<file path="config.mk">
export PLATFORM = sky130hd
export DESIGN_NAME = alu_opsel_stage
export DESIGN_NICKNAME = d
export VERILOG_FILES = /design/src/rtl/alu_opsel_stage.sv
export SDC_FILE = /design/constraint.sdc
export NUM_CORES = 1
export LEC_CHECK = 0
export BUFFER_PORTS_ARGS = -buffer_cell sky130_fd_sc_hd__buf_2
export CAP_MARGIN = 20
export CORE_AREA = 2 2 165 167
export DETAILED_ROUTE_END_ITERATION = 8
export DIE_AREA = 0 0 167 169
export GPL_ROUTABILITY_DRIVEN = 0
export PLACE_DENSITY = 0.5
export SKIP_LAST_GASP = 1
export SLEW_MARGIN = 20
export SYNTH_ARGS = -nofsm -noshare
export SYNTH_HDL_FRONTEND = slang
export SYNTH_SLANG_ARGS = --single-unit
</file>
<file path="constraint.sdc">
create_clock -name clk -period 2 [get_ports clk]
set_clock_uncertainty 0.1 [all_clocks]
set_input_delay 0.2 -clock clk [delete_from_list [all_inputs] [get_ports clk]]
set_output_delay 0.2 -clock clk [all_outputs]
set_load 0.01 [all_outputs]
</file>
<file path="src/rtl/alu_opsel_stage.sv">
`default_nettype none
// ============================================================================
// Module : alu_opsel_stage
// Operand-A select between ID and EX, with forwarding, load-use stall and a
// valid/ready output slot.
// Rev    : 1.0
// ============================================================================
module alu_opsel_stage #(
    parameter int XLEN     = 64,
    parameter int NUM_FWD  = 2,
    parameter int REG_AW   = 5,
    parameter int STALL_CW = 16
) (
    input  logic                      clk,
    input  logic                      rstn,
    input  logic                      in_valid,
    output logic                      in_ready,
    input  logic [1:0]                asel,
    input  logic [XLEN-1:0]           pc,
    input  logic [REG_AW-1:0]         rs1_addr,
    input  logic [XLEN-1:0]           rs1_data,
    input  logic [XLEN-1:0]           imm,
    input  logic [NUM_FWD-1:0]        fwd_valid,
    input  logic [NUM_FWD*REG_AW-1:0] fwd_rd,
    input  logic [NUM_FWD*XLEN-1:0]   fwd_data,
    input  logic [NUM_FWD-1:0]        fwd_pending,
    input  logic                      flush,
    output logic                      out_valid,
    input  logic                      out_ready,
    output logic [XLEN-1:0]           a_out,
    output logic                      a_fwd_hit,
    output logic [STALL_CW-1:0]       stall_cnt
);

    localparam logic [1:0] SEL_ZERO = 2'd0;
    localparam logic [1:0] SEL_REG  = 2'd1;
    localparam logic [1:0] SEL_PC   = 2'd2;
    localparam logic [1:0] SEL_IMM  = 2'd3;

    logic [REG_AW-1:0] rd_arr   [NUM_FWD];
    logic [XLEN-1:0]   data_arr [NUM_FWD];

    generate
        for (genvar g = 0; g < NUM_FWD; g++) begin : g_unpack
            assign rd_arr[g]   = fwd_rd[g*REG_AW +: REG_AW];
            assign data_arr[g] = fwd_data[g*XLEN +: XLEN];
        end
    endgenerate

    logic [XLEN-1:0] rs1_res;
    logic            rs1_hit;
    logic            rs1_pend;
    logic            hazard;
    logic            accept;
    logic [XLEN-1:0] sel_val;
    logic            sel_hit;

    // Walk oldest to youngest so the lowest matching index wins.
    always_comb begin
        rs1_res  = rs1_data;
        rs1_hit  = 1'b0;
        rs1_pend = 1'b0;
        for (int i = NUM_FWD - 1; i >= 0; i--) begin
            if (fwd_valid[i] && (rd_arr[i] == rs1_addr)) begin
                rs1_res  = data_arr[i];
                rs1_hit  = 1'b1;
                rs1_pend = fwd_pending[i];
            end
        end
        if (rs1_addr == '0) begin
            rs1_res  = '0;
            rs1_hit  = 1'b0;
            rs1_pend = 1'b0;
        end
    end

    always_comb begin
        sel_val = '0;
        sel_hit = 1'b0;
        case (asel)
            SEL_ZERO: sel_val = '0;
            SEL_REG: begin
                sel_val = rs1_res;
                sel_hit = rs1_hit;
            end
            SEL_PC:   sel_val = pc;
            SEL_IMM:  sel_val = imm;
            default:  sel_val = '0;
        endcase
    end

    assign hazard   = (asel == SEL_REG) && rs1_pend;
    assign in_ready = !hazard && (!out_valid || out_ready);
    assign accept   = in_valid && in_ready && !flush;

    always_ff @(posedge clk or negedge rstn) begin
        if (!rstn) begin
            out_valid <= 1'b0;
            a_out     <= '0;
            a_fwd_hit <= 1'b0;
        end else if (flush) begin
            out_valid <= 1'b0;
        end else if (accept) begin
            out_valid <= 1'b1;
            a_out     <= sel_val;
            a_fwd_hit <= sel_hit;
        end else if (out_valid && out_ready) begin
            out_valid <= 1'b0;
        end
    end

    always_ff @(posedge clk or negedge rstn) begin
        if (!rstn) begin
            stall_cnt <= '0;
        end else if (in_valid && hazard && !flush && (stall_cnt != '1)) begin
            stall_cnt <= stall_cnt + {{(STALL_CW-1){1'b0}}, 1'b1};
        end
    end

endmodule
`default_nettype wire

</file>
Word-level counts from Yosys, hierarchy flattened

Cells that the tools add are included.

Register bits after elaboration: 82
Output and inout bits: 83

Mux-type cells: 14
Reduce and logical (&&, ||, !) cells: 18
Equality and inequality tests: 6
Add/sub/neg operators: 1
Bitwise operators: 1

Operator list:

| kind                                                                  | number |
|---|---|
| 64-bit one-hot mux with 4 select lines                                | 1 |
| 64-bit 2-to-1 mux                                                     | 3 |
| 16-bit by 1-bit adder with 16-bit output, second input constant       | 1 |
| 16-bit != test, second input constant                                 | 1 |
| 5-bit equality test                                                   | 2 |
| 1-bit logical AND                                                     | 10 |
| 1-bit 2-to-1 mux                                                      | 10 |
| 5-bit zero test                                                       | 1 |
| 2-bit equality test, second input constant                            | 2 |
| 1-bit zero test                                                       | 3 |
| 3-bit nonzero test                                                    | 1 |
| 2-bit by 1-bit equality test with 1-bit output, second input constant | 1 |
| 2-bit zero test                                                       | 1 |
| 2-bit AND reduction                                                   | 1 |
| 1-bit logical OR                                                      | 1 |
| 1-bit NOT                                                             | 1 |

Longest topological paths before layout

Gate-level depths: netlist of run 1.

Depth after elaboration: 12
Mapped depth: 8
Depth with buffers taken out: 7

Least setup slack after synthesis of run 1

No wires, ideal clock.

Path kind: input to register
From: input port rs1_addr[4]
To: register a_fwd_hit
Arrival time: 2.080 ns
Stages on the path: 8
Slack: -0.307 ns
Cell sequence: xor2_1 > nor4_4 > nand3_2 > mux2_4 > a221oi_2 > buf_6 > buf_12 > mux2_1

Cells in the longest elaborated chain, start to end: 11
Elaborated cells on any way between the ends: 18

RTL lines:

| item                           | RTL line | text |
|---|---|---|
| start, declared                | 20       | `input logic [REG_AW-1:0] rs1_addr,` |
| 5-bit equality test            | 64       | `if (fwd_valid[i] && (rd_arr[i] == rs1_addr)) begin` |
| 1-bit logical AND              | 64       |  |
| 1-bit 2-to-1 mux (2 in a row)  | 64       |  |
| 1-bit 2-to-1 mux               | 70       | `if (rs1_addr == '0) begin` |
| 1-bit logical AND              | 92       | `assign hazard = (asel == SEL_REG) && rs1_pend;` |
| 1-bit zero test                | 93       | `assign in_ready = !hazard && (!out_valid \|\| out_ready);` |
| 1-bit logical AND              | 93       |  |
| 1-bit logical AND (2 in a row) | 94       | `assign accept = in_valid && in_ready && !flush;` |
| 2-bit AND reduction (no line)  | --       |  |
| end signal, assigned           | 106      | `a_fwd_hit <= sel_hit;` |
| end, declared                  | 31       | `output logic a_fwd_hit,` |

Parallel ways exist; a longest one is shown, timed or not.
A chain may end at the register's enable or synchronous reset.

Worst setup path after layout of run 1

From: input port fwd_rd[1]
To: register a_out[57]

Cells in the longest elaborated chain, start to end: 10
Elaborated cells on any way between the ends: 13

RTL lines:

| item                           | RTL line | text |
|---|---|---|
| start, declared                | 24       | `input logic [NUM_FWD*REG_AW-1:0] fwd_rd,` |
| 5-bit equality test (*)        | 64       |  |
| 1-bit logical AND (*)          | 64       |  |
| 1-bit 2-to-1 mux               | 64       |  |
| 1-bit 2-to-1 mux               | 70       |  |
| 1-bit logical AND              | 92       |  |
| 1-bit zero test                | 93       |  |
| 1-bit logical AND              | 93       |  |
| 1-bit logical AND (2 in a row) | 94       |  |
| 2-bit AND reduction (no line)  | --       |  |
| end signal, assigned           | 105      | `a_out <= sel_val;` |
| end, declared                  | 30       | `output logic [XLEN-1:0] a_out,` |

Mark *: on every way between the ends. The rest lies on a longest branch, timed or not.

==> metrics.cfg, run 1 <==
[finish]
syn2layout_area_growth_pct=60.3
nNetsFinal=1468
multi_input_area_um2=4230
fill_cells=2760
regArea_um2=2050
post-route-util_pct=37.6
fin_area_um2=9960
layout-drive-gt1-share_pct=59.0

[logic_synthesis]
synth_edf_count=0
synth.avg_cell_area_um2=9.16
synth_nets=1025
synth_top_area_cell=dfrtp_1
syn_inst=678
synth_area_leaders=dfrtp_1 33%, mux2_2 15%, o21ai_0 10%
ys_warn_count=0
ys_seq_elements=82
yosysMostFrequentCell=o21ai_0
synth_top_area_share_pct=33.0
syn-cell-area_um2=6210
async_flop_share_pct=100
synth-main-ff-cell=dfrtp_1
ys_top_cells_by_count=130 x o21ai_0, 82 x dfrtp_1, 80 x mux2_2
synthDistinctLibCells=39
ys_seq_area_share_pct=33.0

[detailed_routing]
drt-total-wl_mm=27.3
routed-via-count=7031
routedWlPerCell_um=18.6
drt_iter0_drc=295
drt-vias-per-instance=4.79
ant_nets=0
drc_errors=0
drt_pre_antenna_iters=5

[sta]
worstMarginPinSlew_ns=0.895
clock.fmax_mhz=475
tns_ns=-4.89
drv_slew=0
layout_setup_ws_ns=-0.103
hold_ws_ns=0.0365
maxSlewHeadroom_pct=40.3
period_share_pct=105
hold_viol=0
rsz0062_at_grt=yes
setup_viol=66
layout_min_cycle_time_ns=2.10

[worst_setup_path]
cpMaxStageDelayCell=mux2_4
critPathMaxStageDelay_ns=0.34
r2r-start=stall_cnt[8]
crit_type=in2reg
rr_worst_depth=8
cp_max_fo=8
cp.arrival_ns=2.23
crit_family=multiplexers
crit_end=a_out[57]
crit_buf_inv=3
timing.rr.end=stall_cnt[8]
path_depth=9
cp-end-kind=flop
critPathLaunch=fwd_rd[1]
worstPathRequired_ns=2.13
path_cells=buf_8, xor2_4, nor4_4, nand3_2, mux2_4, a221oi_4, buf_6, clkbuf_16, mux2_4
crit_top_cell=mux2_4
cp-start-kind=primary input
regToRegSetupSlack_ns=0.05

[cts]
clock_latency_ns=0.34
cts_tree=yes
cts_buffers=9
clockBufferDepth=2
cts.sinks=82
root_buffer=clkbuf_16
clk_pin_slew_ns=0.07
htree_levels=3

[floorplanning]
dieArea_um2=28200
floorplan.die.height_um=169
rows=60
die_w_um=167
io_pins=429
initial_core_util_pct=23.4
core_um2=26500

[power]
ir_drop_uv=367
power_per_cell_area_nw_per_um2=578
p_leak_nw=5.16
power_mw=5.75

[hold_path]
hp-class=in2reg

[global_route]
grt_pass1_vias=7134
grt_usage_pct=18.1
grt_pass1_wl_mm=40.1
antenna_found_initial=2
grt_overflow_total=0
grt_max_degree=69

[outcome]
status=finished with violations
violations=negative setup slack

[placed_design]
io_buffers=428
dpl-instance-area_um2=9270
dp_hpwl_mm=20.0

[flow_run]
maxCapViolCount=0

## sequential cells by signal, indices dropped and copies added, names as in the netlist
signal,cells
a_out,64
out_valid,1
a_fwd_hit,1
stall_cnt,16
## tightest hold or removal path: cells and delay by family
kind	cells	cell delay, ns
compound gates	2	0.12
buf+inv	1	0.10
## kinds of logic after synthesis
| kind of cell | count (synthesis) | share of synthesized area [%] |
|---|---|---|
| AOI/OAI and AO/OA | 200 | 19.0 |
| DFF | 82 | 33.0 |
| adders and majority gates | 1 | 0.201 |
| muxes | 133 | 24.1 |
| and+or+nand+nor | 173 | 14.8 |
| xor gates and xnor gates | 24 | 3.38 |
| buffers and inverters | 65 | 5.42 |
## metrics by stage
| stage | instances | worst slack, ns |
|---|---|---|
| 6_report | 1468 | -0.103 |
| 5_1_grt | 1467 | -0.160 |
| 4_1_cts | 1462 | -0.138 |
| 3_5_place_dp | 1441 | -0.712 |
| 3_3_place_gp | 1441 | -0.682 |
| 2_1_floorplan | 678 | -0.276 |
## worst min-delay path by stage
stage / slack [ns] / start / cells past startpoint / end
3_3_place_gp: -0.02 / rstn / 1 / a_out[4]
3_5_place_dp: -0.02 / rstn / 1 / a_out[4]
4_1_cts: 0.01 / in_valid / 3 / out_valid
5_1_grt: 0.05 / in_valid / 3 / out_valid
6_report: 0.04 / in_valid / 3 / out_valid
2_1_floorplan: -0.20 / rstn / 0 / a_fwd_hit
## layer usage
layer / vias up / wire length [µm] / track usage, %
met5: - / 11 / 0
met4: 2 / 726 / 6.41
met3: 43 / 1820 / 3.95
met2: 293 / 13100 / 30.3
met1: 3294 / 11600 / 23.1
li1: 3399 / - / -
## final cells by class
type,count,area share (%)
Antenna cell,1,0.0251
Clock buffer,9,2.26
Clock inverter,7,0.741
Inverter,1,0.0377
Multi-Input combinational cell,531,42.5
Sequential cell,82,20.6
Tap cell,341,4.28
Timing Repair Buffer,496,29.5
## timing repair
action	CTS	global route
pin swaps	2	5
endpoints found under the hold margin	83	0
hold buffers	2	0
gates cloned	1	3
endpoints found under the setup margin	69	70
buffers inserted	2	2
resized for setup	32	27
## where the power goes
group / switching, mW / leakage (nW) / internal, mW
Sequential: 0.159 / 1.05 / 1.92
Clock: 0.732 / 0.147 / 0.977
Combinational: 0.877 / 3.96 / 1.09
Total: 1.77 / 5.16 / 3.99
## layout by cell type, fill, tap and decap left out, drive strengths merged, types with 5 or more instances in the layout
cell type / n
mux2: 131
nand4: 6
nand2: 72
xor2: 11
dfrtp: 82
o21ai: 130
and3: 72
xnor2: 13
clkbuf: 12
buf: 491
a211oi: 64
nand3: 5
Note: power is estimated with default switching activity, not from simulation.
==> inputs of run 2 (changes only) <==
--- a/config.mk
+++ b/config.mk
@@ -7,11 +7,11 @@
 export LEC_CHECK = 0
 export BUFFER_PORTS_ARGS = -buffer_cell sky130_fd_sc_hd__buf_2
 export CAP_MARGIN = 20
-export CORE_AREA = 2 2 165 167
+export CORE_AREA = 2 2 166 168
 export DETAILED_ROUTE_END_ITERATION = 8
-export DIE_AREA = 0 0 167 169
+export DIE_AREA = 0 0 168 170
 export GPL_ROUTABILITY_DRIVEN = 0
-export PLACE_DENSITY = 0.5
+export PLACE_DENSITY = 0.48
 export SKIP_LAST_GASP = 1
 export SLEW_MARGIN = 20
 export SYNTH_ARGS = -nofsm -noshare
==> constraint.sdc (replaced) <==
create_clock -name clk -period 2.75 [get_ports clk]
set_clock_uncertainty 0.1 [all_clocks]
set_input_delay 0.275 -clock clk [delete_from_list [all_inputs] [get_ports clk]]
set_output_delay 0.275 -clock clk [all_outputs]
set_load 0.01 [all_outputs]
==> metrics.cfg, run 2 (same netlist as run 1, synthesis figures left out) <==
[global_route]
grt_overflow_total=0  ; unchanged
grt_pass1_wl_mm=40.5  ; +1.2%
grt_max_degree=69  ; unchanged
grt_usage_pct=18.4  ; +0.24 points
antenna_found_initial=3  ; +1
grt_pass1_vias=6993  ; -2.0%

[detailed_routing]
drt-vias-per-instance=4.85  ; +1.3%
routed-via-count=6908  ; -1.7%
drc_errors=0  ; unchanged
routedWlPerCell_um=19.0  ; +2.4%
drt_iter0_drc=287  ; -2.7%
drt-total-wl_mm=27.1  ; -0.62%
drt_pre_antenna_iters=5  ; unchanged
ant_nets=0  ; unchanged

[cts]
clockBufferDepth=2  ; unchanged
root_buffer=clkbuf_16
cts.sinks=82  ; unchanged
cts_tree=yes
postCtsHoldBufs=2  ; unchanged
cts_buffers=9  ; unchanged
clk_pin_slew_ns=0.08  ; about the same
clock_latency_ns=0.34  ; about the same
htree_levels=3  ; unchanged
post_cts_resized=0  ; -100%
cts_setup_buffers=0  ; -2

[hold_path]
hp-class=in2reg
whs_path_depth=3  ; unchanged
hp-start=in_valid
hold_path_end=out_valid

[finish]
multi_input_area_um2=3850  ; -9.2%
final_common_cell=buf_2
largest_register_ffs=64  ; unchanged
final_cell_mix=427 x buf_2, 130 x o21ai_0, 82 x dfrtp_1
final_cells=1424  ; -3.0%
regArea_um2=2050  ; unchanged
layout-drive-gt1-share_pct=51.3  ; -7.6 points
largestRegisters=a_out (64), stall_cnt (16)
nNetsFinal=1423  ; -3.1%
fill_cells=2863  ; +3.7%
largest-register=a_out
syn2layout_area_growth_pct=45.7

[worst_setup_path]
crit_top_cell=and3_1
cp-end-kind=flop
crit_type=reg2reg
timing.rr.end=stall_cnt[4]
critPathMaxStageDelay_ns=0.67  ; +0.33 ns
cp_max_fo=8  ; unchanged
cp.arrival_ns=2.68  ; +0.45 ns
cpMaxStageDelayCell=nor3_1
regToRegSetupSlack_ns=0.23  ; +0.18 ns
rr_worst_depth=6  ; -2
cp-start-kind=flop
worstPathRequired_ns=2.91  ; +0.78 ns
path_cells=and4_1, and3_1, and3_1, nor3_1, nor4bb_1, xor2_1
r2r-start=stall_cnt[7]

[floorplanning]
core_um2=26700  ; +0.57%
floorplan.die.height_um=170  ; +0.59%
io_pins=429  ; unchanged
die_w_um=168  ; +0.60%
rows=60  ; unchanged
dieArea_um2=28600  ; +1.2%
initial_core_util_pct=23.3  ; -0.13 points

[placed_design]
placed_cells=1404  ; -2.6%
io_buffers=428  ; unchanged
dp_hpwl_mm=20.3  ; +1.5%

[sta]
layout_min_cycle_time_ns=2.52
hold_viol=0  ; unchanged
rsz0062_at_grt=no
clock.fmax_mhz=396
drv_slew=0  ; unchanged
maxSlewHeadroom_pct=39.7  ; -0.60 points
worstMarginPinSlew_ns=0.904  ; +0.00898 ns
setup_viol=0  ; -100%
period_share_pct=91.7
tns_ns=0  ; +4.89 ns

[power]
clockPowerShare_pct=32.1  ; +2.4 points
p_switching_mw=1.25  ; -29%
p_int_mw=2.71  ; -32%
power.share.sequential_pct=37.4  ; +1.3 points
power_per_cell_area_nw_per_um2=438  ; -24%
swShare_pct=31.6  ; +0.92 points
ir_drop_uv=218  ; -41%
combPwrFrac_pct=30.5  ; -3.7 points
p_leak_nw=4.64  ; -10%

[flow_run]
maxCapViolCount=0  ; unchanged

[outcome]
status=completed

## run 2: cell count changes in the layout (fill, tap and decap cells not counted), moves of 4 or more
cell	change
mux2_4	-65
o21ai_0	+8
buf_4	-23
mux2_1	+50
buf_6	-15
buf_8	-4
mux2_2	+15
xor2_1	+5
o21ai_1	-8
## run 2: worst max path at each step
stage                         to         start  slack [ns]
global route        stall_cnt[4]  stall_cnt[7]        0.11
finish              stall_cnt[4]  stall_cnt[7]        0.23
global placement       a_out[10]     fwd_rd[9]       -0.02
floorplan              a_fwd_hit   rs1_addr[4]        0.37
CTS                 stall_cnt[4]  stall_cnt[7]        0.24
detailed placement     a_out[10]     fwd_rd[9]       -0.06
## run 2: power by group through the flow
stage | clock network (mW) | logic, mW | registers [mW]
finish | 1.27 | 1.21 | 1.48
global route | 1.38 | 1.32 | 1.51
CTS | 1.33 | 1.23 | 1.49
detailed placement | 0 | 1.22 | 1.51
global placement | 0 | 1.22 | 1.50
floorplan | 0 | 0.471 | 1.60
## run 2: worst max-delay path: cells and delay by family (launching register included)
kind	cells	cell delay [ns]
and+or+nand+nor	5	1.71
DFF	1	0.45
xor gates and xnor gates	1	0.18
## run 2: layer usage
metal  vias to the layer above  GRT usage (%)  wire (µm)
met1                      3271           22.0      11200
met5                         -              0         13
met4                         2           8.20        850
li1                       3303              -          -
met2                       290           31.9      13400
met3                        42           3.67       1730
## run 2: layout make-up
type,count,share of cell area [%]
multi-input cells,531,42.5
repair buffers,451,26.6
flip-flops and latches,82,22.7
well taps,341,4.71
clock buffers,9,2.49
clock inverters,7,0.926
diodes,2,0.0553
inverters,1,0.0415
## run 2: through the flow
step | utilization (%) | hold slack [ns] | cell area [µm²] | total power, mW | setup WS [ns]
2_1_floorplan | - | -0.121 | 6210 | 2.07 | 0.368
4_1_cts | 33.9 | 0.0696 | 9050 | 4.05 | 0.236
3_5_place_dp | 32.7 | 0.243 | 8720 | 2.73 | -0.0561
5_1_grt | 34.0 | 0.0871 | 9050 | 4.21 | 0.113
6_report | 34.0 | 0.0980 | 9050 | 3.96 | 0.228
3_3_place_gp | 32.7 | 0.232 | 8720 | 2.72 | -0.0186
==> inputs of run 3 (changes only) <==
--- a/config.mk
+++ b/config.mk
@@ -7,11 +7,11 @@
 export LEC_CHECK = 0
 export BUFFER_PORTS_ARGS = -buffer_cell sky130_fd_sc_hd__buf_2
 export CAP_MARGIN = 20
-export CORE_AREA = 2 2 166 168
+export CORE_AREA = 2 2 165 167
 export DETAILED_ROUTE_END_ITERATION = 8
-export DIE_AREA = 0 0 168 170
+export DIE_AREA = 0 0 167 169
 export GPL_ROUTABILITY_DRIVEN = 0
-export PLACE_DENSITY = 0.48
+export PLACE_DENSITY = 0.5
 export SKIP_LAST_GASP = 1
 export SLEW_MARGIN = 20
 export SYNTH_ARGS = -nofsm -noshare
==> constraint.sdc (replaced) <==
create_clock -name clk -period 2.11 [get_ports clk]
set_clock_uncertainty 0.1 [all_clocks]
set_input_delay 0.211 -clock clk [delete_from_list [all_inputs] [get_ports clk]]
set_output_delay 0.211 -clock clk [all_outputs]
set_load 0.01 [all_outputs]
==> metrics.cfg, run 3 (same netlist as run 1, synthesis figures left out) <==
[cts]
cts_tree=yes
htree_levels=3  ; unchanged
clock_latency_ns=0.34  ; about the same
clk_pin_slew_ns=0.06  ; -0.02 ns
cts_buffers=9  ; unchanged
root_buffer=clkbuf_16
cts.sinks=82  ; unchanged
clockBufferDepth=2  ; unchanged

[flow_run]
maxCapViolCount=0  ; unchanged

[worst_setup_path]
cpMaxStageDelayCell=or4_4
path_cells=buf_2, buf_4, or4_4, o21a_4, a221oi_4, buf_6, buf_12, clkbuf_16, mux2_4
critPathMaxStageDelay_ns=0.51  ; -0.16 ns
worstPathRequired_ns=2.23  ; -0.68 ns
cp-start-kind=primary input
crit_family=buffers and inverters
crit_type=in2reg
crit_buf_inv=5  ; +5
cp.arrival_ns=2.28  ; -0.40 ns
cp-end-kind=flop
cp_max_fo=7  ; -1

[sta]
tns_ns=-0.778  ; -0.778 ns
period_share_pct=102
worstMarginPinSlew_ns=0.746  ; -0.158 ns
clock.fmax_mhz=463
hold_viol=0  ; unchanged
layout_min_cycle_time_ns=2.16
drv_slew=0  ; unchanged
rsz0062_at_grt=yes
maxSlewHeadroom_pct=50.2  ; +11 points
layout_setup_ws_ns=-0.0510  ; -0.279 ns
setup_viol=25  ; +25

[global_route]
grt_pass1_wl_mm=40.4  ; -0.34%
antenna_found_initial=1  ; -2
grt_pass1_vias=7136  ; +2.0%
grt_usage_pct=18.4  ; +0.027 points
grt_max_degree=65  ; -5.8%
grt_overflow_total=0  ; unchanged

[detailed_routing]
drt-total-wl_mm=27.4  ; +0.97%
drt-vias-per-instance=4.76  ; -2.0%
drt_iter0_drc=329  ; +15%
drc_errors=0  ; unchanged
ant_nets=0  ; unchanged
routedWlPerCell_um=18.6  ; -2.5%
drt_pre_antenna_iters=5  ; unchanged
routed-via-count=7009  ; +1.5%

[floorplanning]
rows=60  ; unchanged
core_um2=26500  ; -0.56%
floorplan.die.height_um=169  ; -0.59%
initial_core_util_pct=23.4  ; +0.13 points
dieArea_um2=28200  ; -1.2%
io_pins=429  ; unchanged
die_w_um=167  ; -0.60%

[finish]
largest-register=a_out
nNetsFinal=1475  ; +3.7%
largestRegisters=a_out (64), stall_cnt (16)
final_cell_mix=424 x buf_2, 124 x o21ai_0, 82 x dfrtp_1
syn2layout_area_growth_pct=60.7
fin_area_um2=9980  ; +10%
largest_register_ffs=64  ; unchanged
layout-drive-gt1-share_pct=59.0  ; +7.7 points
final_common_cell=buf_2

[outcome]
status=finished with violations
violations=negative setup slack

[power]
p_leak_nw=5.15  ; +11%
power_per_cell_area_nw_per_um2=543  ; +24%
ir_drop_uv=296  ; +36%

[placed_design]
io_buffers=428  ; unchanged
dpl-instance-area_um2=9300  ; +6.7%
dp_hpwl_mm=20.6  ; +1.4%

[hold_path]
hp-class=in2reg

[run 3: power breakdown]
group,switching [mW],total (mW),internal (mW)
clock network,0.655,1.56,0.909
registers,0.142,1.96,1.82
logic,0.836,1.89,1.06
[run 3: cell type report]
| type | instances | area (µm²) |
|---|---|---|
| flip-flops and latches | 82 | 2050 |
| repair buffers | 503 | 3030 |
| fillers | 2784 | 16500 |
| multi-input cells | 531 | 4180 |
| diodes | 1 | 2.50 |
| clock inverters | 5 | 56.3 |
| clock buffers | 10 | 229 |
| well taps | 341 | 427 |
| inverters | 1 | 3.75 |
[run 3: worst reg2reg max path, stage by stage (launching register included)]
cell and delay (ns):
dfrtp_1 0.41, and4_1 0.19, and3_1 0.19, and3_1 0.18, nor3_2 0.28, nor4bb_1 0.40
xor2_1 0.17
[run 3: final timing paths]
path / cells after the start / slack (ns) / end / startpoint
worst max-delay path: 9 / -0.05 / a_out[48] / rs1_addr[2]
worst max register to register: 6 / 0.10 / stall_cnt[4] / stall_cnt[9]
worst min-delay path: 3 / 0.05 / out_valid / in_valid
max in group asynchronous: 3 / 1.07 / a_out[35] / rstn
min in group asynchronous: 2 / 0.25 / a_out[7] / rstn
worst min register to register: 1 / 0.39 / stall_cnt[15] / stall_cnt[15]
[run 3: per-stage QoR]
step                hold WS, ns  std cells  total power [mW]  worst slack [ns]  utilization [%]
detailed placement       0.0876       1444              3.79            -0.453             35.1
global placement         0.0859       1444              3.78            -0.455             35.1
floorplan                -0.185        678              2.90            -0.177                -
global route             0.0744       1473              5.75            -0.129             37.6
finish                   0.0493       1474              5.42           -0.0510             37.7
CTS                      0.0245       1467              5.46           -0.0659             36.8
[run 3: timing repair]
item	4_1_cts	5_1_grt
hold buffers	2	0
gates cloned	2	4
endpoints found under the setup margin	62	66
pin swaps	1	3
gates resized for setup	16	27
hold endpoints to repair	31	0
buffers inserted	4	2
[run 3: metal layers]
metal,vias up,wire (µm),track usage (%)
li1,3398,-,-
met1,3316,11700,23.3
met2,267,13700,31.8
met3,28,1420,3.02
met4,0,564,6.11
met5,-,0,0
